`src/rtl/mult_pkg.sv`:
```
// Shared types and widths for the multiplier scheduler and the multiplier itself.
`timescale 1ns/1ps
package mult_pkg;

  localparam int DATA_W = 16;
  localparam int PROD_W = 2 * DATA_W;

  typedef enum logic [1:0] {
    IDLE,
    START,
    WAIT,
    DONE
  } sched_state_t;

  typedef logic signed [DATA_W-1:0] operand_t;
  typedef logic signed [PROD_W-1:0] product_t;

endpackage

```
`src/rtl/rr_arbiter.sv`:
```
// Round-robin pick: first set request at or after the pointer, wrapping mod N.
// Purely combinational; the scheduler registers the outcome.
`timescale 1ns/1ps
module rr_arbiter #(
  parameter int N  = 4,
  parameter int PW = $clog2(N)
) (
  input  logic [N-1:0]  req,
  input  logic [PW-1:0] pointer,
  output logic [N-1:0]  winner,
  output logic [PW-1:0] winner_idx,
  output logic          any
);

  int            idx;
  logic [PW-1:0] sel;
  logic          found;

  // scan N positions starting at the pointer and keep the first hit
  always_comb begin
    winner     = '0;
    winner_idx = '0;
    found      = 1'b0;
    idx        = 0;
    sel        = '0;
    for (int k = 0; k < N; k++) begin
      idx = int'(pointer) + k;
      if (idx >= N) idx = idx - N;
      sel = idx[PW-1:0];
      if (!found && req[sel]) begin
        found       = 1'b1;
        winner[sel] = 1'b1;
        winner_idx  = sel;
      end
    end
  end

  assign any = |req;

endmodule

```
`src/rtl/mult_sched.sv`:
```
// Round-robin scheduler sharing one sequential multiplier among N requesters.
//
//   state | meaning
//   ------+-----------------------------------------------------------
//   IDLE  | waiting for any req; latches winner operands and grant
//   START | m_start held high for START_CYC cycles, m_ready ignored
//   WAIT  | m_start low, waiting for m_ready to capture the product
//   DONE  | done pulse for the winner, grant cleared, pointer advanced
`timescale 1ns/1ps
module mult_sched
  import mult_pkg::*;
#(
  parameter int N         = 4,
  parameter int START_CYC = 2
) (
  input  logic                clk,
  input  logic                rst,
  input  logic [N-1:0]        req,
  input  logic [N*DATA_W-1:0] a_in,
  input  logic [N*DATA_W-1:0] b_in,
  output logic [N-1:0]        grant,
  output logic [N-1:0]        done,
  output product_t            result,
  output logic                busy,
  output logic                m_start,
  output operand_t            m_a,
  output operand_t            m_b,
  input  logic                m_ready,
  input  product_t            m_c
);

  localparam int PW = $clog2(N);
  localparam int CW = (START_CYC > 1) ? $clog2(START_CYC) : 1;

  sched_state_t  state;
  logic [PW-1:0] pointer;
  logic [PW-1:0] win_idx;
  logic [CW-1:0] start_cnt;

  logic [N-1:0]  arb_winner;
  logic [PW-1:0] arb_idx;
  logic          arb_any;

  rr_arbiter #(
    .N  (N),
    .PW (PW)
  ) u_arb (
    .req        (req),
    .pointer    (pointer),
    .winner     (arb_winner),
    .winner_idx (arb_idx),
    .any        (arb_any)
  );

  // scheduler FSM with all outputs registered
  always_ff @(posedge clk or posedge rst) begin
    if (rst) begin
      state     <= IDLE;
      pointer   <= '0;
      win_idx   <= '0;
      start_cnt <= '0;
      grant     <= '0;
      done      <= '0;
      result    <= '0;
      busy      <= 1'b0;
      m_start   <= 1'b0;
      m_a       <= '0;
      m_b       <= '0;
    end else begin
      case (state)
        IDLE: begin
          if (arb_any) begin
            m_a       <= a_in[arb_idx*DATA_W +: DATA_W];
            m_b       <= b_in[arb_idx*DATA_W +: DATA_W];
            grant     <= arb_winner;
            win_idx   <= arb_idx;
            start_cnt <= CW'(START_CYC - 1);
            m_start   <= 1'b1;
            busy      <= 1'b1;
            state     <= START;
          end
        end
        START: begin
          if (start_cnt == '0) begin
            m_start <= 1'b0;
            state   <= WAIT;
          end else begin
            start_cnt <= start_cnt - 1'b1;
          end
        end
        WAIT: begin
          if (m_ready) begin
            result <= m_c;
            done   <= grant;
            state  <= DONE;
          end
        end
        DONE: begin
          done    <= '0;
          grant   <= '0;
          busy    <= 1'b0;
          pointer <= (win_idx == PW'(N - 1)) ? '0 : win_idx + 1'b1;
          state   <= IDLE;
        end
        default: state <= IDLE;
      endcase
    end
  end

endmodule

```
`config.mk`:
```
export PLATFORM = sky130hd
export DESIGN_NAME = mult_sched
export DESIGN_NICKNAME = d
export VERILOG_FILES = /design/src/rtl/mult_pkg.sv /design/src/rtl/rr_arbiter.sv /design/src/rtl/mult_sched.sv
export SDC_FILE = /design/constraint.sdc
export NUM_CORES = 1
export LEC_CHECK = 0
export BUFFER_PORTS_ARGS = -buffer_cell sky130_fd_sc_hd__buf_2
export CORE_MARGIN = 2
export CORE_UTILIZATION = 28
export DETAILED_ROUTE_END_ITERATION = 10
export PLACE_DENSITY_LB_ADDON = 0.3
export RECOVER_POWER = 50
export SYNTH_ARGS = -nofsm -noshare
export SYNTH_HDL_FRONTEND = slang
export SYNTH_SLANG_ARGS = --single-unit
```
`constraint.sdc`:
```
create_clock -name clk -period 3 [get_ports clk]
set_input_delay 0.3 -clock clk [delete_from_list [all_inputs] [get_ports clk]]
set_output_delay 0.3 -clock clk [all_outputs]
set_load 0.02 [all_outputs]
```
# Word level (Yosys, flattened, before mapping)
# Index checks and enable logic that the tools add are counted.
# op_classes
n_eq_ne	7
mul	0
reduce_logical	22
div	0
bitwise_logic	3
shifts	2
addsub	9
magnitude_cmp	12
n_mux	46
# ops
cell	count
64-bit by 7-bit indexed part select with 16-bit output	2
2-bit two-way mux	12
4-bit two-way mux	6
4-bit one-hot mux with 2 select lines	2
1-bit two-way mux	14
2-bit by 3-bit < comparator with 1-bit output (second input constant)	4
4-bit bitwise OR	3
2-bit AND reduction	5
3-bit greater-or-equal comparator (second input constant)	3
1-bit binary-select mux with 2-bit select	4
1-bit demux with 2-bit select	4
2-bit by 1-bit greater-or-equal comparator with 1-bit output (second input constant)	4
2-bit one-hot mux with 4 select lines	1
2-bit by 1-bit subtractor with 2-bit output (second input constant)	4
1-bit logical AND	7
2-bit by 2-bit adder with 3-bit output (second input constant)	2
2-bit == test (second input constant)	3
2-bit inequality test (second input constant)	3
1-bit one-hot mux with 2 select lines	3
3-bit AND reduction	2
2-bit nonzero test	3
4-bit OR reduction	1
2-bit by 1-bit adder with 3-bit output (second input constant)	1
2-bit by 3-bit greater-or-equal comparator with 1-bit output (second input constant)	1
other kinds (5)	7
# totals
inputBits	167
latchBits	0
ramBits	0
output_inout_bits	74
mem_count	0
wordCells	112
ff_bits	81
romBits	0

# Longest topological paths before layout
# Gate-level depths: netlist of the first run.
# logic_depth
ltp_word	16
mapped_depth	14
ltp_nobuf	8

# Cells and area by module
# A second synthesis of the first run with hierarchy kept.
# hier_totals
hier_cells	385
area_unflattened_um2	4421.7
# modules_own_cells
mod	seq_area_each_um2	cells_each	instances	area_each_um2
mult_sched	2026.9	336	1	4010.1
rr_arbiter	0.0	49	1	411.6

# Worst setup path before layout of the first run
# Ideal clock, no wire load.
# synth_path
kind	reg2reg
from	register pointer[0]
to	register m_a[15]
arrival_ns	2.912
required_time_ns	2.873
path_stages_with_launch	12
slack_ns	-0.039
period_less_slack_ns	3.039
path_cell_list	dfrtp_1 -> buf_6 -> buf_2 -> clkbuf_1 -> inv_1 -> ha_1 -> clkbuf_4 -> mux4_2 -> o21ai_4 -> mux2_1 -> a221oi_1 -> nor2_1
# synth_via
elab_chain_len	15
elab_cells_between_ends	37
classes_between	add/sub: 7; order compare: 4; shift: 1; mux: 19; reduce/logical: 6
# synth_lines
item	line	source
from (decl)	mult_sched.sv:36	logic [PW-1:0] pointer;
from (signal assigned)	mult_sched.sv:102	pointer <= (win_idx == PW'(N - 1)) ? '0 : win_idx + 1'b1;
branches (longest 13 deep; another with 2-bit by 1-bit adder with 3-bit output)	-	
2-bit two-way mux *	rr_arbiter.sv:30	if (!found && req[sel]) begin
64-bit by 7-bit indexed part select with 16-bit output *	mult_sched.sv:73	m_a <= a_in[arb_idx*DATA_W +: DATA_W];
to (signal assigned)	mult_sched.sv:73	
to (decl)	mult_sched.sv:26	output operand_t m_a,
# Every way passes the cells marked *. The select of a mux whose other input is x is not followed.
# A chain may end at the register's enable or synchronous reset.

# Worst setup path in the final report of the first run
# Ends and elaborated chain as after synthesis.

==> results of run 1 <==
worst reg2reg max path, delay by kind of cell (launching register included):
kind / cells / cell delay, ns
mux: 2 / 1.01
compound gates: 2 / 0.69
flops: 1 / 0.34
buf+inv: 1 / 0.30
simple gates: 1 / 0.10
cells by family after synthesis:
logic type,synth area share
AOI/OAI and AO/OA,0.1321
adders and majority gates,0.03421
buffers and inverters,0.04184
DFF,0.4263
muxes,0.2518
and+or+nand+nor,0.1137
how the worst min path moves through the flow:
stage                        from    endpoint  slack [ns]  cells past startpoint
after floorplan           m_c[29]  result[29]        0.45                      1
after global placement        rst  result[11]        0.44                      2
after detailed placement      rst  result[11]        0.44                      2
after CTS                     rst  result[11]        0.05                      2
after global routing      m_c[11]  result[11]        0.16                      2
final                     m_c[27]  result[27]        0.18                      2
state kept, by name (all words and copies together) (netlist names):
signal and count:
done 4, grant 4, result 32, busy 1, m_start 1, pointer 2
state 2, start_cnt 1, win_idx 2, m_a 16, m_b 16
layout make-up:
type / instances / area (µm²) / share of cell area
multi-input combinational: 329 / 2545 / 0.3944
clock inverter: 7 / 83.83 / 0.01299
clock buffer: 9 / 225.2 / 0.03490
inverter: 6 / 23.77 / 0.003684
tap: 220 / 275.3 / 0.04266
sequential: 81 / 2027 / 0.3141
timing repair buffer: 254 / 1272 / 0.1972
cell usage in the layout (no fill, tap or decap), drive strengths merged, types with 5 or more instances in the layout:
master	synthesis	final
nor2b	5	5
buf	21	218
clkbuf	10	45
dfrtp	81	81
o22ai	5	5
nor2	72	72
nand2	33	33
a211o	27	27
mux2	43	43
inv	6	9
mux2i	64	64
a31oi	5	5
ha	13	13
o21ai	13	13
through the flow:
stage	instances	hold WS, ns	worst slack, ns	util	total power [µW]
global placement	890	0.4376	0.4184	0.3740	5977
CTS	906	0.04999	0.4315	0.3926	7187
detailed placement	890	0.4384	0.4467	0.3740	5991
finish	906	0.1764	0.4456	0.3891	7013
floorplan	447	0.4505	0.09119	-	4814
global route	906	0.1638	0.2889	0.3891	7546
per-layer routing:
metal	wire [µm]	track usage	vias to the layer above
li1	-	-	2088
met4	206	0.05614	0
met2	6654	0.2517	130
met3	746	0.03137	11
met1	6011	0.1932	2009
met5	0	0	-
where the power goes:
part           internal (µW)  total (µW)  switching [µW]
Clock                    598        1140             545
Combinational           1650        3970            2310
Sequential              1630        1900             275
==> impl_metrics.env, run 1 <==
export IMPL_status="finished, violations left"
export IMPL_violations="max-capacitance violations, max-slew violations"
export IMPL_cts_resized=0
export IMPL_cts_setup_buffers=0
export IMPL_ys_flop_type="dfrtp_1"
export IMPL_numCtsBuffers=9
export IMPL_vias_per_cell=4.678
export IMPL_path_cells="buf_4 -> mux4_2 -> o21ai_4 -> mux2_1 -> a221oi_1 -> nor2_1"
export IMPL_cp_slowest_cell="mux4_2"
export IMPL_drt_pre_antenna_iters=4
export IMPL_coreArea_um2=16580
export IMPL_timing_final_hold_violations=0
export IMPL_synth_top_cell_area_share=0.4263
export IMPL_diodes=0
export IMPL_die_area_um2=18040
export IMPL_worstSetupStartpointType="flip-flop"
export IMPL_p_leak_uw=0.003273
export IMPL_yosysTopAreaCell="dfrtp_1"
export IMPL_finClkSkew_ns=0.007819
export IMPL_drive_gt1_frac=0.4155
export IMPL_setup_worst_path_start="pointer[0]"
export IMPL_final_antenna_net_count=0
export IMPL_cp_arrival_ns=2.78
export IMPL_areaGrowthSynthToFinish_pct=35.71
export IMPL_finalWorstPathRequiredPeriod_ns=2.554
export IMPL_rrSetupSlack_ns=0.45
export IMPL_max_cap_viol_count=1
export IMPL_synth_commonest_cells="dfrtp_1 (81), nor2_1 (71), mux2i_1 (62), mux2_2 (37), nand2_1 (33)"
export IMPL_synth_most_common_cell="dfrtp_1"
export IMPL_cp_required_ns=3.22
export IMPL_wl_per_cell_um=15.03
export IMPL_tightestPinTransition_ns=1.757
export IMPL_die_h_um=134.3
export IMPL_grt_max_degree=53
export IMPL_cp_num_buf_inv=1
export IMPL_period_share=0.8515
export IMPL_reg2reg_depth=6
export IMPL_h_tree_depth=3
export IMPL_hpwl_mm=10.08
export IMPL_place_congestion=0.7488
export IMPL_critPathMaxFanout=28
export IMPL_crit_end="m_a[15]"
export IMPL_end_kind="flip-flop"
export IMPL_chipWidth_um=134.3
export IMPL_ios=241
export IMPL_relSlewSlack=-0.1778
export IMPL_drt_initial_drc_count=154
export IMPL_cp_top_family="multiplexers"
export IMPL_cts_tree="yes"
export IMPL_hold_class="input pin to flip-flop"
export IMPL_fillCellCount=1717
export IMPL_fmax_mhz=391.5
export IMPL_rsz0062_at_grt="false"
export IMPL_yosys_warnings=0
export IMPL_numClockSinks=81
export IMPL_cts_root_buf="clkbuf_16"
export IMPL_initial_utilization=0.2867
export IMPL_grt_pass1_wl_mm=21.47
export IMPL_syn_nets=627
export IMPL_cts_buffer_depth=2
export IMPL_worstReg2RegEnd="m_a[15]"
export IMPL_insertion_delay_ns=0.35
export IMPL_syn_area_um2=4755
export IMPL_design_area_um2=6452
export IMPL_postCtsHoldBufs=0
export IMPL_fin_setup_tns_ns=0
export IMPL_routed_wl_mm=13.62
export IMPL_ir_drop_v=0.0005599
export IMPL_r2r_start="pointer[0]"
export IMPL_overflow=0
export IMPL_async_flop_share=1.000
export IMPL_setup_violations=0
export IMPL_synth_edf_count=0
export IMPL_rows=47
export IMPL_postPlaceCellArea_um2=6202
export IMPL_cts_clk_slew_worst_paths_ns=0.08
export IMPL_crit_path_max_incr_delay_ns=0.66
export IMPL_syn_inst=447
export IMPL_drc=0
export IMPL_critical_path_depth=6
export IMPL_critPathKind="flip-flop to flip-flop"
export IMPL_postSynthAreaPerCell_um2=10.64
export IMPL_ys_seq_elements=81
export IMPL_first_global_vias=4155
export IMPL_track_usage=0.1511
export IMPL_vias=4238
export IMPL_synth_distinct_cells=52
export IMPL_io_buffers=240
export IMPL_nets=861
export IMPL_antenna_found_initial=0
export IMPL_synthTopCellsByArea="dfrtp_1 (43%), mux2i_1 (13%), mux2_2 (8.8%)"
export IMPL_ys_seq_area_frac=0.4263
export IMPL_slew_violations=38
export IMPL_p_per_area_nw_per_um2=1087
Note: power is estimated with default switching activity, not from simulation.
==> run 2, diff against run 1 <==
--- a/config.mk
+++ b/config.mk
@@ -13,4 +13,5 @@
 export RECOVER_POWER = 50
 export SYNTH_ARGS = -nofsm -noshare
 export SYNTH_HDL_FRONTEND = slang
+export SYNTH_HIERARCHICAL = 1
 export SYNTH_SLANG_ARGS = --single-unit
==> impl_metrics.env, run 2 <==
export IMPL_status="finished, violations left"
export IMPL_violations="max-capacitance violations, max-slew violations"
export IMPL_syn_nets=564
export IMPL_switching_power_uw=3370
export IMPL_numCtsBuffers=9
export IMPL_insertion_delay_ns=0.34
export IMPL_relSlewSlack=-0.2288
export IMPL_final_cell_mix="buf_2 (203), dfrtp_1 (81), mux2i_1 (68)"
export IMPL_utilization=0.4021
export IMPL_pwr_share_clk=0.145
export IMPL_yosysTopAreaCell="dfrtp_1"
export IMPL_routed_wl_mm=13.13
export IMPL_routed_top_layer="met4"
export IMPL_setup_violations=0
export IMPL_synth_most_common_cell="dfrtp_1"
export IMPL_ys_flop_type="dfrtp_1"
export IMPL_drt_pre_antenna_iters=4
export IMPL_synthTopCellsByArea="dfrtp_1 (46%), mux2i_1 (15%), mux2_2 (8.7%)"
export IMPL_combPwrFrac=0.604
export IMPL_drt_initial_drc_count=107
export IMPL_fmax_mhz=354.4
export IMPL_top_register="result"
export IMPL_critPathMaxFanout=33
export IMPL_power_switching_share=0.4347
export IMPL_cp_slowest_cell="nand2_2"
export IMPL_wl_met1_mm=5.224
export IMPL_io_buffers=240
export IMPL_ys_seq_area_frac=0.4584
export IMPL_ios=241
export IMPL_cp_num_buf_inv=1
export IMPL_cts_buffer_depth=2
export IMPL_r2r_start="pointer[1]"
export IMPL_chipWidth_um=129.7
export IMPL_rows=45
export IMPL_cp_top_family="simple AND/OR/NAND/NOR gates"
export IMPL_worstSetupStartpointType="flip-flop"
export IMPL_cp_required_ns=3.24
export IMPL_synth_top_cell_area_share=0.4584
export IMPL_p_per_area_nw_per_um2=1259
export IMPL_fillCellCount=1530
export IMPL_min_path_cells=2
export IMPL_track_usage=0.1519
export IMPL_min_delay_worst_endpoint="result[31]"
export IMPL_met2_length_mm=6.470
export IMPL_seqPwrFrac=0.251
export IMPL_slew_violations=44
export IMPL_coreArea_um2=15310
export IMPL_place_congestion=0.8430
export IMPL_yosys_warnings=6
export IMPL_die_area_um2=16810
export IMPL_vias_per_cell=4.648
export IMPL_grt_pass1_wl_mm=19.89
export IMPL_path_cells="inv_1 -> ha_1 -> mux4_2 -> nor2b_1 -> o21ai_0 -> o31ai_1 -> nand2_2 -> o221ai_1"
export IMPL_reg2reg_depth=8
export IMPL_ys_seq_elements=81
export IMPL_ff_latch_area_um2=2027
export IMPL_final_common_cell="buf_2"
export IMPL_h_tree_depth=3
export IMPL_finalWorstPathRequiredPeriod_ns=2.821
export IMPL_hpwl_mm=9.880
export IMPL_cts_root_buf="clkbuf_16"
export IMPL_overflow=0
export IMPL_syn_inst=385
export IMPL_postSynthAreaPerCell_um2=11.49
export IMPL_async_flop_share=1.000
export IMPL_crit_path_max_incr_delay_ns=0.48
export IMPL_synth_commonest_cells="dfrtp_1 (81), mux2i_1 (68), nand2_1 (48), mux2_2 (34), o221ai_1 (32)"
export IMPL_end_kind="flip-flop"
export IMPL_areaGrowthSynthToFinish_pct=39.28
export IMPL_antenna_found_initial=1
export IMPL_top_regs="result (32), m_a (16), m_b (16)"
export IMPL_drc=0
export IMPL_numClockSinks=81
export IMPL_multi_input_area_um2=2233
export IMPL_max_cap_viol_count=1
export IMPL_wl_met3_mm=1.238
export IMPL_first_global_vias=4023
export IMPL_synth_distinct_cells=36
export IMPL_nets=803
export IMPL_initial_utilization=0.2887
export IMPL_finClkSkew_ns=0.007572
export IMPL_largest_reg_flops=32
export IMPL_synth_edf_count=0
export IMPL_ir_drop_v=0.0006099
export IMPL_hold_class="input pin to flip-flop"
export IMPL_cts_resized=0
export IMPL_p_leak_uw=0.003068
export IMPL_rsz0062_at_grt="false"
export IMPL_min_from="m_c[31]"
export IMPL_drive_gt1_frac=0.4436
export IMPL_rrSetupSlack_ns=0.18
export IMPL_fin_setup_tns_ns=0
export IMPL_tightestPinTransition_ns=1.833
export IMPL_wl_per_cell_um=15.61
export IMPL_cts_tree="yes"
export IMPL_final_antenna_net_count=0
export IMPL_cts_clk_slew_worst_paths_ns=0.07
export IMPL_critPathKind="flip-flop to flip-flop"
export IMPL_worstReg2RegEnd="m_a[13]"
export IMPL_vias=3909
export IMPL_syn_area_um2=4422
export IMPL_timing_final_hold_violations=0
export IMPL_cp_arrival_ns=3.06
export IMPL_die_h_um=129.7
export IMPL_power_internal_uw=4382
export IMPL_critical_path_depth=8
export IMPL_period_share=0.9405
export IMPL_grt_max_degree=44
==> run 2: cell types whose count changed after synthesis, sizes merged, moves of 7 or more <==
cell    delta
a211o     -26
a22oi      +7
mux2       -8
nand2     +16
nor2      -62
o221ai    +28
==> run 2: power groups by stage <==
| stage | clock (µW) | sequential, µW | combinational, µW |
|---|---|---|---|
| 6_report | 1120 | 1950 | 4680 |
| 5_1_grt | 1210 | 2010 | 5070 |
| 4_1_cts | 1170 | 1950 | 4680 |
| 3_5_place_dp | 0 | 1950 | 4680 |
| 3_3_place_gp | 0 | 1930 | 4560 |
| 2_1_floorplan | 0 | 2500 | 2760 |
==> run 2: layout make-up <==
| type | count | share of cell area |
|---|---|---|
| antenna | 1 | 0.0004063 |
| clock inverter | 7 | 0.01239 |
| sequential | 81 | 0.3291 |
| timing repair buffer | 255 | 0.2115 |
| multi-input combinational | 270 | 0.3627 |
| clock buffer | 9 | 0.03657 |
| inverter | 7 | 0.004470 |
| tap | 211 | 0.04287 |
==> run 2: layer usage <==
metal / vias to the layer above / global-route usage
met5: - / 0
met4: 0 / 0.05440
met3: 12 / 0.05285
met2: 184 / 0.2716
met1: 1819 / 0.1668
li1: 1894 / -
==> run 2: stage by stage <==
step	instances	total power [µW]	hold slack (ns)	area, µm²	worst slack, ns
after CTS	834	7797	0.08351	6172	0.05236
after global routing	840	8294	0.1626	6156	0.01761
after floorplan	385	5261	0.4499	4422	0.07637
after global placement	818	6496	0.4362	5871	0.1178
after detailed placement	818	6627	0.4498	5871	0.06655
final	841	7751	0.1815	6158	0.1786
==> run 2: worst register-to-register path, delay by kind of cell (launching register included) <==
kind            cells  cell delay (ns)
compound gates      3             0.67
fa+ha+maj           1             0.38
buf+inv             1             0.07
flops               1             0.35
mux                 1             0.44
simple gates        2             0.81
==> run 2: cells by family after synthesis <==
| family | after synthesis | share of synthesized area |
|---|---|---|
| compound gates | 72 | 0.1188 |
| fa+ha+maj | 12 | 0.03395 |
| buf+inv | 34 | 0.03848 |
| flops | 81 | 0.4584 |
| mux | 107 | 0.2643 |
| simple gates | 79 | 0.08602 |
==> run 2: how the worst max path moves through the flow <==
| stage | start | endpoint | slack, ns |
|---|---|---|---|
| finish | pointer[1] | m_a[13] | 0.18 |
| global route | pointer[1] | m_a[7] | 0.02 |
| CTS | pointer[1] | m_a[1] | 0.05 |
| detailed placement | pointer[1] | m_a[1] | 0.07 |
| global placement | pointer[1] | m_a[1] | 0.12 |
| floorplan | pointer[0] | m_a[0] | 0.08 |
==> run 2: repair_timing <==
item,in CTS,in global routing
hold buffers,0,0
setup buffers,0,6
setup endpoints to repair,0,3
